--- src/rtl/sub1_pkg.sv ---
// rtl/sub1_pkg.sv - shared types and constants for the sub1 output packer
package sub1_pkg;

  // Number of payload bytes carried by one frame: g0, g1, g2, h0, h1, h2.
  localparam int FRAME_BYTES = 6;

  // Byte index of the final byte of a frame, the one that carries out_last.
  localparam logic [2:0] LAST_IDX = 3'(FRAME_BYTES - 1);

  // One captured frame. bytes[0] is sent first (g0) and bytes[5] last (h2).
  typedef struct packed {
    logic [1:0]                  tag;
    logic [FRAME_BYTES-1:0][7:0] bytes;
  } frame_t;

  // Serializer states.
  typedef enum logic {
    IDLE = 1'b0,
    SEND = 1'b1
  } state_t;

endpackage

--- src/rtl/sub1_out_packer_if.sv ---
// rtl/sub1_out_packer_if.sv - sub1 capture inputs, output byte stream and status
interface sub1_out_packer_if #(
  parameter int CNT_W = 8
);

  // Frame capture side, driven by sub1.
  logic             sig_e;
  logic             sig_f_0;
  logic             sig_f_1;
  logic [7:0]       sig_g_0;
  logic [7:0]       sig_g_1;
  logic [7:0]       sig_g_2;
  logic [7:0]       sig_h_0;
  logic [7:0]       sig_h_1;
  logic [7:0]       sig_h_2;

  // Byte stream towards the next stage.
  logic             out_valid;
  logic             out_ready;
  logic [7:0]       out_data;
  logic [1:0]       out_tag;
  logic             out_last;

  // Status.
  logic             full;
  logic [CNT_W-1:0] drop_cnt;

  // The packer itself: consumes frames, produces the stream and status.
  modport master (
    input  sig_e, sig_f_0, sig_f_1,
    input  sig_g_0, sig_g_1, sig_g_2,
    input  sig_h_0, sig_h_1, sig_h_2,
    input  out_ready,
    output out_valid, out_data, out_tag, out_last,
    output full, drop_cnt
  );

  // The surroundings: frame producer plus stream consumer.
  modport slave (
    output sig_e, sig_f_0, sig_f_1,
    output sig_g_0, sig_g_1, sig_g_2,
    output sig_h_0, sig_h_1, sig_h_2,
    output out_ready,
    input  out_valid, out_data, out_tag, out_last,
    input  full, drop_cnt
  );

endinterface

--- src/rtl/sub1_frame_fifo.sv ---
// rtl/sub1_frame_fifo.sv - small frame FIFO with head and next-entry lookahead
module sub1_frame_fifo
  import sub1_pkg::*;
#(
  parameter int DEPTH = 2
) (
  input  logic   clk,
  input  logic   rst,
  input  logic   i_push,
  input  frame_t i_data,
  input  logic   i_pop,
  output frame_t o_head,
  output frame_t o_next,
  output logic   o_full,
  output logic   o_empty,
  output logic   o_multi
);

  localparam int AW = $clog2(DEPTH);

  frame_t        r_mem [DEPTH];
  logic [AW:0]   r_wptr;
  logic [AW:0]   r_rptr;
  logic          r_full;
  logic [AW:0]   w_wptr_nxt;
  logic [AW:0]   w_rptr_nxt;
  logic [AW:0]   w_rptr_inc;
  logic          w_do_push;
  logic          w_do_pop;

  assign o_empty    = (r_wptr == r_rptr);
  assign o_full     = r_full;
  assign w_do_pop   = i_pop && !o_empty;
  // A pop on the same edge frees the slot, so a push into a full FIFO is still legal then.
  assign w_do_push  = i_push && (!r_full || w_do_pop);
  assign w_rptr_inc = r_rptr + (AW+1)'(1);

  assign o_head  = r_mem[r_rptr[AW-1:0]];
  assign o_next  = r_mem[w_rptr_inc[AW-1:0]];
  // At least two entries held: the serializer can chain straight into o_next.
  assign o_multi = !o_empty && (w_rptr_inc != r_wptr);

  // Pointer advance for this edge.
  always_comb begin
    w_wptr_nxt = r_wptr + (AW+1)'(w_do_push);
    w_rptr_nxt = r_rptr + (AW+1)'(w_do_pop);
  end

  // Frame storage; contents only matter between push and pop, so no reset.
  always_ff @(posedge clk) begin
    if (w_do_push) begin
      r_mem[r_wptr[AW-1:0]] <= i_data;
    end
  end

  // Pointers and the registered full flag (MSBs differ, index bits equal).
  always_ff @(posedge clk or posedge rst) begin
    if (rst) begin
      r_wptr <= '0;
      r_rptr <= '0;
      r_full <= 1'b0;
    end else begin
      r_wptr <= w_wptr_nxt;
      r_rptr <= w_rptr_nxt;
      r_full <= (w_wptr_nxt[AW] != w_rptr_nxt[AW]) &&
                (w_wptr_nxt[AW-1:0] == w_rptr_nxt[AW-1:0]);
    end
  end

endmodule

--- src/rtl/sub1_out_packer.sv ---
// rtl/sub1_out_packer.sv - captures sub1 frames and serializes them onto a byte stream
module sub1_out_packer
  import sub1_pkg::*;
#(
  parameter int DEPTH = 2,
  parameter int CNT_W = 8
) (
  input  logic clk,
  input  logic rst,
  sub1_out_packer_if.master bus
);

  frame_t           w_in_frame;
  frame_t           w_head;
  frame_t           w_next;
  logic             w_full;
  logic             w_empty;
  logic             w_multi;
  logic             w_hs;
  logic             w_pop;
  logic             w_push;
  logic             w_drop;

  state_t           r_state;
  state_t           w_state_nxt;
  frame_t           r_frame;
  logic [2:0]       r_idx;
  logic [CNT_W-1:0] r_drop_cnt;

  // Assemble the frame presented by sub1 this cycle.
  always_comb begin
    w_in_frame          = '0;
    w_in_frame.tag      = {bus.sig_f_1, bus.sig_f_0};
    w_in_frame.bytes[0] = bus.sig_g_0;
    w_in_frame.bytes[1] = bus.sig_g_1;
    w_in_frame.bytes[2] = bus.sig_g_2;
    w_in_frame.bytes[3] = bus.sig_h_0;
    w_in_frame.bytes[4] = bus.sig_h_1;
    w_in_frame.bytes[5] = bus.sig_h_2;
  end

  assign w_hs   = (r_state == SEND) && bus.out_ready;
  assign w_pop  = w_hs && (r_idx == LAST_IDX);
  assign w_push = bus.sig_e && (!w_full || w_pop);
  assign w_drop = bus.sig_e && w_full && !w_pop;

  sub1_frame_fifo #(
    .DEPTH (DEPTH)
  ) u_fifo (
    .clk     (clk),
    .rst     (rst),
    .i_push  (w_push),
    .i_data  (w_in_frame),
    .i_pop   (w_pop),
    .o_head  (w_head),
    .o_next  (w_next),
    .o_full  (w_full),
    .o_empty (w_empty),
    .o_multi (w_multi)
  );

  // Serializer state register.
  always_ff @(posedge clk or posedge rst) begin
    if (rst) begin
      r_state <= IDLE;
    end else begin
      r_state <= w_state_nxt;
    end
  end

  // Serializer next state: chain frames without a gap whenever another is available.
  always_comb begin
    w_state_nxt = r_state;
    case (r_state)
      IDLE: begin
        if (!w_empty) begin
          w_state_nxt = SEND;
        end
      end
      SEND: begin
        if (w_pop && !w_multi && !w_push) begin
          w_state_nxt = IDLE;
        end
      end
      default: w_state_nxt = IDLE;
    endcase
  end

  // Current frame and byte index. On the final byte the next frame comes from the
  // FIFO's second entry, or straight from the capture port if it is arriving now.
  always_ff @(posedge clk or posedge rst) begin
    if (rst) begin
      r_frame <= '0;
      r_idx   <= '0;
    end else begin
      case (r_state)
        IDLE: begin
          if (!w_empty) begin
            r_frame <= w_head;
            r_idx   <= '0;
          end
        end
        SEND: begin
          if (w_hs) begin
            if (r_idx != LAST_IDX) begin
              r_idx <= r_idx + 3'd1;
            end else begin
              r_idx <= '0;
              if (w_multi) begin
                r_frame <= w_next;
              end else if (w_push) begin
                r_frame <= w_in_frame;
              end
            end
          end
        end
        default: begin
          r_idx <= '0;
        end
      endcase
    end
  end

  // Stream outputs: everything is zero outside SEND so idle inputs never leak out.
  always_comb begin
    bus.out_valid = 1'b0;
    bus.out_data  = '0;
    bus.out_tag   = '0;
    bus.out_last  = 1'b0;
    if (r_state == SEND) begin
      bus.out_valid = 1'b1;
      bus.out_data  = r_frame.bytes[r_idx];
      bus.out_tag   = r_frame.tag;
      bus.out_last  = (r_idx == LAST_IDX);
    end
  end

  // Saturating count of frames discarded because the FIFO was full.
  always_ff @(posedge clk or posedge rst) begin
    if (rst) begin
      r_drop_cnt <= '0;
    end else if (w_drop && (r_drop_cnt != {CNT_W{1'b1}})) begin
      r_drop_cnt <= r_drop_cnt + CNT_W'(1);
    end
  end

  assign bus.full     = w_full;
  assign bus.drop_cnt = r_drop_cnt;

endmodule

--- src/flat_wrapper.sv ---
// flat-port wrapper written by rule: the top's interface ports become plain ports
module sub1_out_packer_flat import sub1_pkg::*;
#(
  parameter int DEPTH = 2,
  parameter int CNT_W = 8
)
  (clk, rst, bus_sig_e, bus_sig_f_0, bus_sig_f_1, bus_sig_g_0, bus_sig_g_1, bus_sig_g_2, bus_sig_h_0, bus_sig_h_1, bus_sig_h_2, bus_out_ready, bus_out_valid, bus_out_data, bus_out_tag, bus_out_last, bus_full, bus_drop_cnt);
  sub1_out_packer_if #(.CNT_W(CNT_W)) bus_i ();
  input  logic clk;
  input  logic rst;
  input wire logic [$bits(bus_i.sig_e)-1:0] bus_sig_e;
  input wire logic [$bits(bus_i.sig_f_0)-1:0] bus_sig_f_0;
  input wire logic [$bits(bus_i.sig_f_1)-1:0] bus_sig_f_1;
  input wire logic [$bits(bus_i.sig_g_0)-1:0] bus_sig_g_0;
  input wire logic [$bits(bus_i.sig_g_1)-1:0] bus_sig_g_1;
  input wire logic [$bits(bus_i.sig_g_2)-1:0] bus_sig_g_2;
  input wire logic [$bits(bus_i.sig_h_0)-1:0] bus_sig_h_0;
  input wire logic [$bits(bus_i.sig_h_1)-1:0] bus_sig_h_1;
  input wire logic [$bits(bus_i.sig_h_2)-1:0] bus_sig_h_2;
  input wire logic [$bits(bus_i.out_ready)-1:0] bus_out_ready;
  output wire logic [$bits(bus_i.out_valid)-1:0] bus_out_valid;
  output wire logic [$bits(bus_i.out_data)-1:0] bus_out_data;
  output wire logic [$bits(bus_i.out_tag)-1:0] bus_out_tag;
  output wire logic [$bits(bus_i.out_last)-1:0] bus_out_last;
  output wire logic [$bits(bus_i.full)-1:0] bus_full;
  output wire logic [$bits(bus_i.drop_cnt)-1:0] bus_drop_cnt;
  assign bus_i.sig_e = bus_sig_e;
  assign bus_i.sig_f_0 = bus_sig_f_0;
  assign bus_i.sig_f_1 = bus_sig_f_1;
  assign bus_i.sig_g_0 = bus_sig_g_0;
  assign bus_i.sig_g_1 = bus_sig_g_1;
  assign bus_i.sig_g_2 = bus_sig_g_2;
  assign bus_i.sig_h_0 = bus_sig_h_0;
  assign bus_i.sig_h_1 = bus_sig_h_1;
  assign bus_i.sig_h_2 = bus_sig_h_2;
  assign bus_i.out_ready = bus_out_ready;
  assign bus_out_valid = bus_i.out_valid;
  assign bus_out_data = bus_i.out_data;
  assign bus_out_tag = bus_i.out_tag;
  assign bus_out_last = bus_i.out_last;
  assign bus_full = bus_i.full;
  assign bus_drop_cnt = bus_i.drop_cnt;
  sub1_out_packer #(.DEPTH(DEPTH), .CNT_W(CNT_W)) u_core (.clk(clk), .rst(rst), .bus(bus_i));
endmodule
--- config.mk ---
export PLATFORM = sky130hd
export DESIGN_NAME = sub1_out_packer_flat
export DESIGN_NICKNAME = d
export VERILOG_FILES = /design/src/rtl/sub1_pkg.sv /design/src/rtl/sub1_out_packer_if.sv /design/src/rtl/sub1_frame_fifo.sv /design/src/rtl/sub1_out_packer.sv /design/src/flat_wrapper.sv
export SDC_FILE = /design/constraint.sdc
export NUM_CORES = 1
export LEC_CHECK = 0
export BUFFER_PORTS_ARGS = -buffer_cell sky130_fd_sc_hd__buf_4
export CAP_MARGIN = 40
export CORE_ASPECT_RATIO = 1.75
export CORE_MARGIN = 2
export CORE_UTILIZATION = 44
export DETAILED_ROUTE_END_ITERATION = 16
export GPL_TIMING_DRIVEN = 1
export PLACE_DENSITY = 0.62
export SLEW_MARGIN = 20
export SYNTH_ARGS = -nofsm -noshare
export SYNTH_HDL_FRONTEND = slang
export SYNTH_HIERARCHICAL = 1
export SYNTH_SLANG_ARGS = --single-unit
export TNS_END_PERCENT = 20
--- constraint.sdc ---
create_clock -name clk -period 3.8 [get_ports clk]
set_input_delay 0.19 -clock clk [delete_from_list [all_inputs] [get_ports clk]]
set_output_delay 0.19 -clock clk [all_outputs]
set_load 0.01 [all_outputs]
==> Yosys cells after proc, flatten, opt, wreduce, memory -nomap -nowiden <==
Memory sizes are Yosys's and may differ from the RTL's.
Index checks and enable logic that the tools add are counted.
{ "op_classes": {"mux": 21, "n_eq_ne": 11, "bitwise_logic": 1, "reduce_logical": 21, "n_lt_le_gt_ge": 1, "n_addsub": 5} }
{ "op_table": {"columns": ["op", "n"], "rows": [
  ["50-bit 2-to-1 mux", 5],
  ["50-bit one-hot mux with 2 select lines", 1],
  ["8-bit binary-select mux with 3-bit select", 1],
  ["8-bit 2-to-1 mux", 2],
  ["1-bit logical AND", 12],
  ["3-bit 2-to-1 mux", 3],
  ["8-bit by 1-bit adder with 8-bit output, second input constant", 1],
  ["8-bit inequality test, second input constant", 1],
  ["1-bit 2-to-1 mux", 6],
  ["3-bit one-hot mux with 2 select lines", 1],
  ["1-bit logical NOT", 5],
  ["2-bit by 1-bit adder with 2-bit output", 2],
  ["3-bit by 4-bit less-than comparator with 1-bit output, second input constant", 1],
  ["2-bit inequality test, second input constant", 2],
  ["4-bit AND reduction", 1],
  ["3-bit by 1-bit adder with 3-bit output, second input constant", 1],
  ["3-bit == test, second input constant", 1],
  ["3-bit by 2-bit inequality test with 1-bit output, second input constant", 1],
  ["3-bit inequality test, second input constant", 1],
  ["2-bit by 1-bit adder with 2-bit output, second input constant", 1],
  ["2-bit == test", 1],
  ["1-bit logical OR", 2],
  ["2-bit 2-to-1 mux", 1],
  ["2-bit by 1-bit inequality test with 1-bit output, second input constant", 1],
  ["other kinds (6)", 6]
]} }
{ "totals": {"wordCells": 74, "regBits": 67, "mem_count": 1, "output_inout_bits": 21, "input_bits": 54, "ram_bits": 100} }
{ "memory_table": {"columns": ["name", "words", "width", "rd", "rd_clocked_by_memory_dff", "wr", "line_no", "rtl"], "rows": [
  ["u_core.u_fifo.r_mem", 2, 50, 2, 0, 1, "sub1_frame_fifo.sv:21", "frame_t r_mem [DEPTH];"]
]} }

==> Longest topological paths before layout <==
{ "logic_depth": {"ltp_word": 9, "depth_mapped": 11, "mapped_depth_nobuf": 9} }

==> By module <==
Netlist, hierarchy kept.
{ "by_module_without_submodules": {"columns": ["mod", "instances", "cells_each", "seq_area_each_um2", "area_each_um2"], "rows": [
  ["sub1_frame_fifo", 1, 248, 3128.0, 4825.9],
  ["sub1_out_packer", 1, 440, 1551.5, 3814.9]
]} }

==> Worst setup path before layout <==
Ideal clock, no wire load.
{ "synth_path": {"path_kind": "flip-flop to flip-flop", "start": "register u_core.r_state", "end": "memory u_core/u_fifo/r_mem[1][0] (netlist bit) (enable)", "synth_period_minus_slack_ns": 4.318, "setup_slack_ns": -0.518, "setup_time_ns": 0.474, "arrival_ns": 3.844, "path_stages_with_launch": 8, "path_cell_list": "dfrtp_1 > buf_2 > and4b_1 > buf_2 > nand2_1 > a21boi_0 > nand2_1 > a21oi_1"} }
{ "synth_via": {"elab_chain_cells": 7, "elab_cells_between_ends": 9, "classes_between": "mux (2); reduce/logical (7)"} }
{ "synth_lines": {"columns": ["element", "line_no", "rtl"], "rows": [
  ["start: declaration", "sub1_out_packer.sv:24", "state_t r_state;"],
  ["start signal: assignment", "sub1_out_packer.sv:67", "r_state <= w_state_nxt;"],
  ["1-bit logical AND", "sub1_out_packer.sv:42", "assign w_hs = (r_state == SEND) && bus.out_ready;"],
  ["1-bit logical AND", "sub1_out_packer.sv:43", "assign w_pop = w_hs && (r_idx == LAST_IDX);"],
  ["1-bit logical OR", "sub1_out_packer.sv:44", "assign w_push = bus.sig_e && (!w_full || w_pop);"],
  ["1-bit logical AND", "sub1_out_packer.sv:44", null],
  ["via u_core.w_push", "sub1_out_packer.sv:21", "logic w_push;"],
  ["1-bit logical AND", "sub1_frame_fifo.sv:35", "assign w_do_push = i_push && (!r_full || w_do_pop);"],
  ["1-bit 2-to-1 mux", "sub1_frame_fifo.sv:51", "if (w_do_push) begin"],
  ["1-bit 2-to-1 mux (implied by the code)", "sub1_frame_fifo.sv:52", "r_mem[r_wptr[AW-1:0]] <= i_data;"],
  ["end: declaration", "sub1_frame_fifo.sv:21", null]
]} }
The timed path passes the listed nets, and every way through them passes these cells.

==> Final worst setup path <==
{ "layout_path": {"start": "register u_core.r_idx[1]", "end": "memory u_core/u_fifo/r_mem[0][21] (netlist bit) (enable)"} }
{ "layout_via": {"elab_chain_cells": 7, "elab_cells_between_ends": 9, "classes_between": "eq/ne (1); mux (2); reduce/logical (6)"} }
{ "layout_lines": {"columns": ["element", "line_no", "rtl"], "rows": [
  ["start: declaration", "sub1_out_packer.sv:27", "logic [2:0] r_idx;"],
  ["start signal: assignment", "sub1_out_packer.sv:106", "r_idx <= r_idx + 3'd1;"],
  ["3-bit == test", "sub1_out_packer.sv:43", null],
  ["1-bit logical AND", "sub1_out_packer.sv:43", null],
  ["1-bit logical OR", "sub1_out_packer.sv:44", null],
  ["1-bit logical AND", "sub1_out_packer.sv:44", null],
  ["via u_core.w_push", "sub1_out_packer.sv:21", null],
  ["1-bit logical AND", "sub1_frame_fifo.sv:35", null],
  ["1-bit 2-to-1 mux", "sub1_frame_fifo.sv:51", null],
  ["1-bit 2-to-1 mux (implied by the code)", "sub1_frame_fifo.sv:52", null]
]} }
The timed path passes the listed nets, and every way through them passes these cells.

==> impl_results.md <==
* Per-cell routed wire length at 17.84 um
* Initial antenna violation count at 0
* CTS Root Cell: clkbuf_16
* Synthesized area at 8641 um2
* Status: finished clean
* Worst Reg-to-Reg Cells at 6
* Post-synth ARST share at 40.12%
* Crit path max fanout at 29
* Routed met2 length at 10120 um
* Clock transition at the registers of the reported paths at 70 ps
* Synth area leaders: edfxtp_1, dfrtp_1, mux2_4, mux2i_1, mux2_2
* DR top layer: met4
* First-pass GRT wire length at 30130 um
* Area leader, netlist: edfxtp_1
* Drc violations at 0
* Slew HR at 62.41%
* Via/cell ratio at 5.267
* 1st-pass router iterations at 4
* CP Data Required Time at 3870 ps
* Cells after Synth at 688
* Sequential area share after synthesis at 54.16%
* Vias at 5557
* Initial DRC count at 259
* Max Clock Skew at 14.15 ps
* Row count at 67
* Mapped Nets at 745
* Port bufs at 74
* GPL Wtd Cong at 0.7868
* Post-synthesis sequential element count at 167
* Share of the synthesized area in the top cell type at 34.75%
* Main synth FF type: edfxtp_1
* Final worst setup slack at 1025 ps
* Total Routing Usage GR at 18.98%
* Largest net degree at the start of global routing at 62
* Total power at 8.574 mW
* Worst EP arrival at 2840 ps
* Critical path class: reg -> reg
* Launch point of the worst reg-to-reg path: u_core/r_idx[1]
* P per Cell Area at 820.5 nW/um2
* Met3 wire length at 561 um
* Layout cells sized above 1 at 29.36%
* WL met1 at 7664 um
* Fin crit share at 73.02%
* Core area at 19200 um2
* Die area at 20820 um2
* Post-synth EDFFs at 100
* Synth warnings at 6
* Initial Utilization at 45.01%
* Tmin final at 2775 ps
* TNS Setup at 0 ps
* Grt total ovfl at 0
* Die extent in y at 189.4 um
* Worst VDD drop at 0.0007565 V
* Htree depth at 4
* RR Endpoint: u_core/u_fifo/r_mem[0][21]
* Maxcap violations at 0
* # Post-CTS Setup Buffers at 0
* Avg Cell Area, Syn at 12.56 um2
* Clock buffer depth at 2
* Worst-Margin Slew at 563.8 ps
* Yosys cell types at 42
* Area grow syn2layout at 20.94%
* Post-synth top cells: edfxtp_1, nand2_1, mux2_4, dfrtp_1, o21ai_0
* Final setup fails at 0
* # fillers at 1642
* Hpwl dp at 12770 um
* R2R Setup Slk at 1030 ps
* Final WL at 18820 um
* Max Slew Vio Count at 0
* CP endpoint kind: flop
* IO Pins at 75
* Hold/Removal Path Class: in -> reg
* Post-Place Setup Slack at 1074 ps
* # diodes at 0
* Count leader, synth: edfxtp_1
* Horiz. Die Dim at 109.9 um
* Num CTS Buffers at 17
* Final Hold Viols at 0
* CTS sink cnt at 167
* Fmax achieved at 360.4 MHz
* Nets at 858
* CP endpoint: u_core/u_fifo/r_mem[0][21]
* Crit path from: u_core/r_idx[1]
* RSZ-0062 raised after global routing: false
* Clk Latency, worst-skew pair at 430 ps
* Vias in the first global route at 5881
* CTS tree: yes
* Worst Setup Start Kind: flop
* Antenna viol nets, final at 0
* Leakage at 4.471 nW
## kinds of logic after synthesis
kind of cell | share of synthesized area, %
XOR/XNOR | 1.115
flip-flops | 54.16
AND/OR/NAND/NOR | 7.718
adder cells (fa/ha/maj) | 0.4345
buffers and inverters | 3.605
AO/OA/AOI/OAI | 7.733
multiplexers | 25.24
## cell usage in the layout (no fill, tap or decap), types with 2 or more instances in the layout
cell,n
mux4_2,7
mux2_2,32
inv_2,2
ha_1,2
and3_1,2
mux2i_1,60
clkbuf_1,2
edfxtp_1,100
a21oi_4,2
dlygate4sd3_1,51
nand2_1,85
buf_4,86
buf_12,3
a21oi_1,41
mux2_4,69
nand2b_1,5
xor2_1,3
nand4_1,4
inv_6,7
nor2_1,45
xnor2_1,7
clkinvlp_4,2
o21ai_0,67
clkinv_4,4
clkbuf_16,17
nand3_1,5
and2_1,3
nor2b_1,2
dfrtp_1,66
inv_1,7
o21ai_1,9
## metrics by stage
| stage | hold WS (ps) | area (um2) | std cells | util, % |
|---|---|---|---|---|
| after floorplan | -31.48 | 8645 | 688 | - |
| after global placement | 108.6 | 9355 | 970 | 48.73 |
| after detailed placement | 118.9 | 9395 | 972 | 48.94 |
| after CTS | 129.0 | 10450 | 1055 | 54.44 |
| after global routing | 164.4 | 10450 | 1055 | 54.44 |
| final | 149.7 | 10450 | 1055 | 54.44 |
## worst min path at each step
stage | start | end | slack [ps] | depth (start not counted)
after global placement | rst | u_core/u_fifo/r_rptr[0] | 110 | 2
after CTS | bus_out_ready | u_core/r_idx[0] | 130 | 4
after floorplan | rst | u_core/u_fifo/o_full | -30 | 1
after global routing | bus_out_ready | u_core/r_idx[0] | 160 | 4
final | bus_out_ready | u_core/r_idx[0] | 150 | 4
after detailed placement | rst | u_core/u_fifo/r_rptr[1] | 120 | 2
## what timing repair did
action,in CTS,in global routing
hold buffers,51,0
gates resized for setup,0,0
hold endpoints to repair,144,0
## report_power, final
part           switching [mW]  internal, mW
clock                   0.747         0.855
combinational            2.09          2.03
sequential              0.363          2.49
total                    3.20          5.38
## final cells by class
| class | count | area, um2 | share of cell area [%] |
|---|---|---|---|
| clock buffer | 19 | 432.9 | 4.143 |
| clock inverter | 13 | 111.4 | 1.066 |
| inverter | 9 | 33.78 | 0.3233 |
| multi-input combinational | 466 | 3671 | 35.13 |
| sequential | 167 | 4683 | 44.82 |
| tap | 241 | 301.5 | 2.886 |
| timing repair buffer | 140 | 1216 | 11.64 |
## critical path: stages (launching register included)
cell and delay [ps]:
dfrtp_1 560, and4b_1 530, nand2_1 160, a21boi_0 340, a21boi_1 220, ha_2 200, buf_4 390
## routing by layer
layer	global-route usage, %	vias to the layer above
li1	-	2702
met1	21.85	2722
met2	34.07	108
met3	3.201	25
met4	7.595	0
met5	0	-
## state kept, by name (all words and copies together) (netlist names)
name	flops
u_core/u_fifo/r_rptr	2
u_core/r_idx	3
u_core/u_fifo/r_mem	100
u_core/r_state	1
u_core/bus.drop_cnt	8
u_core/u_fifo/r_wptr	2
u_core/u_fifo/o_full	1
u_core/r_frame	50
No activity file was read; power rests on OpenSTA's default activity.
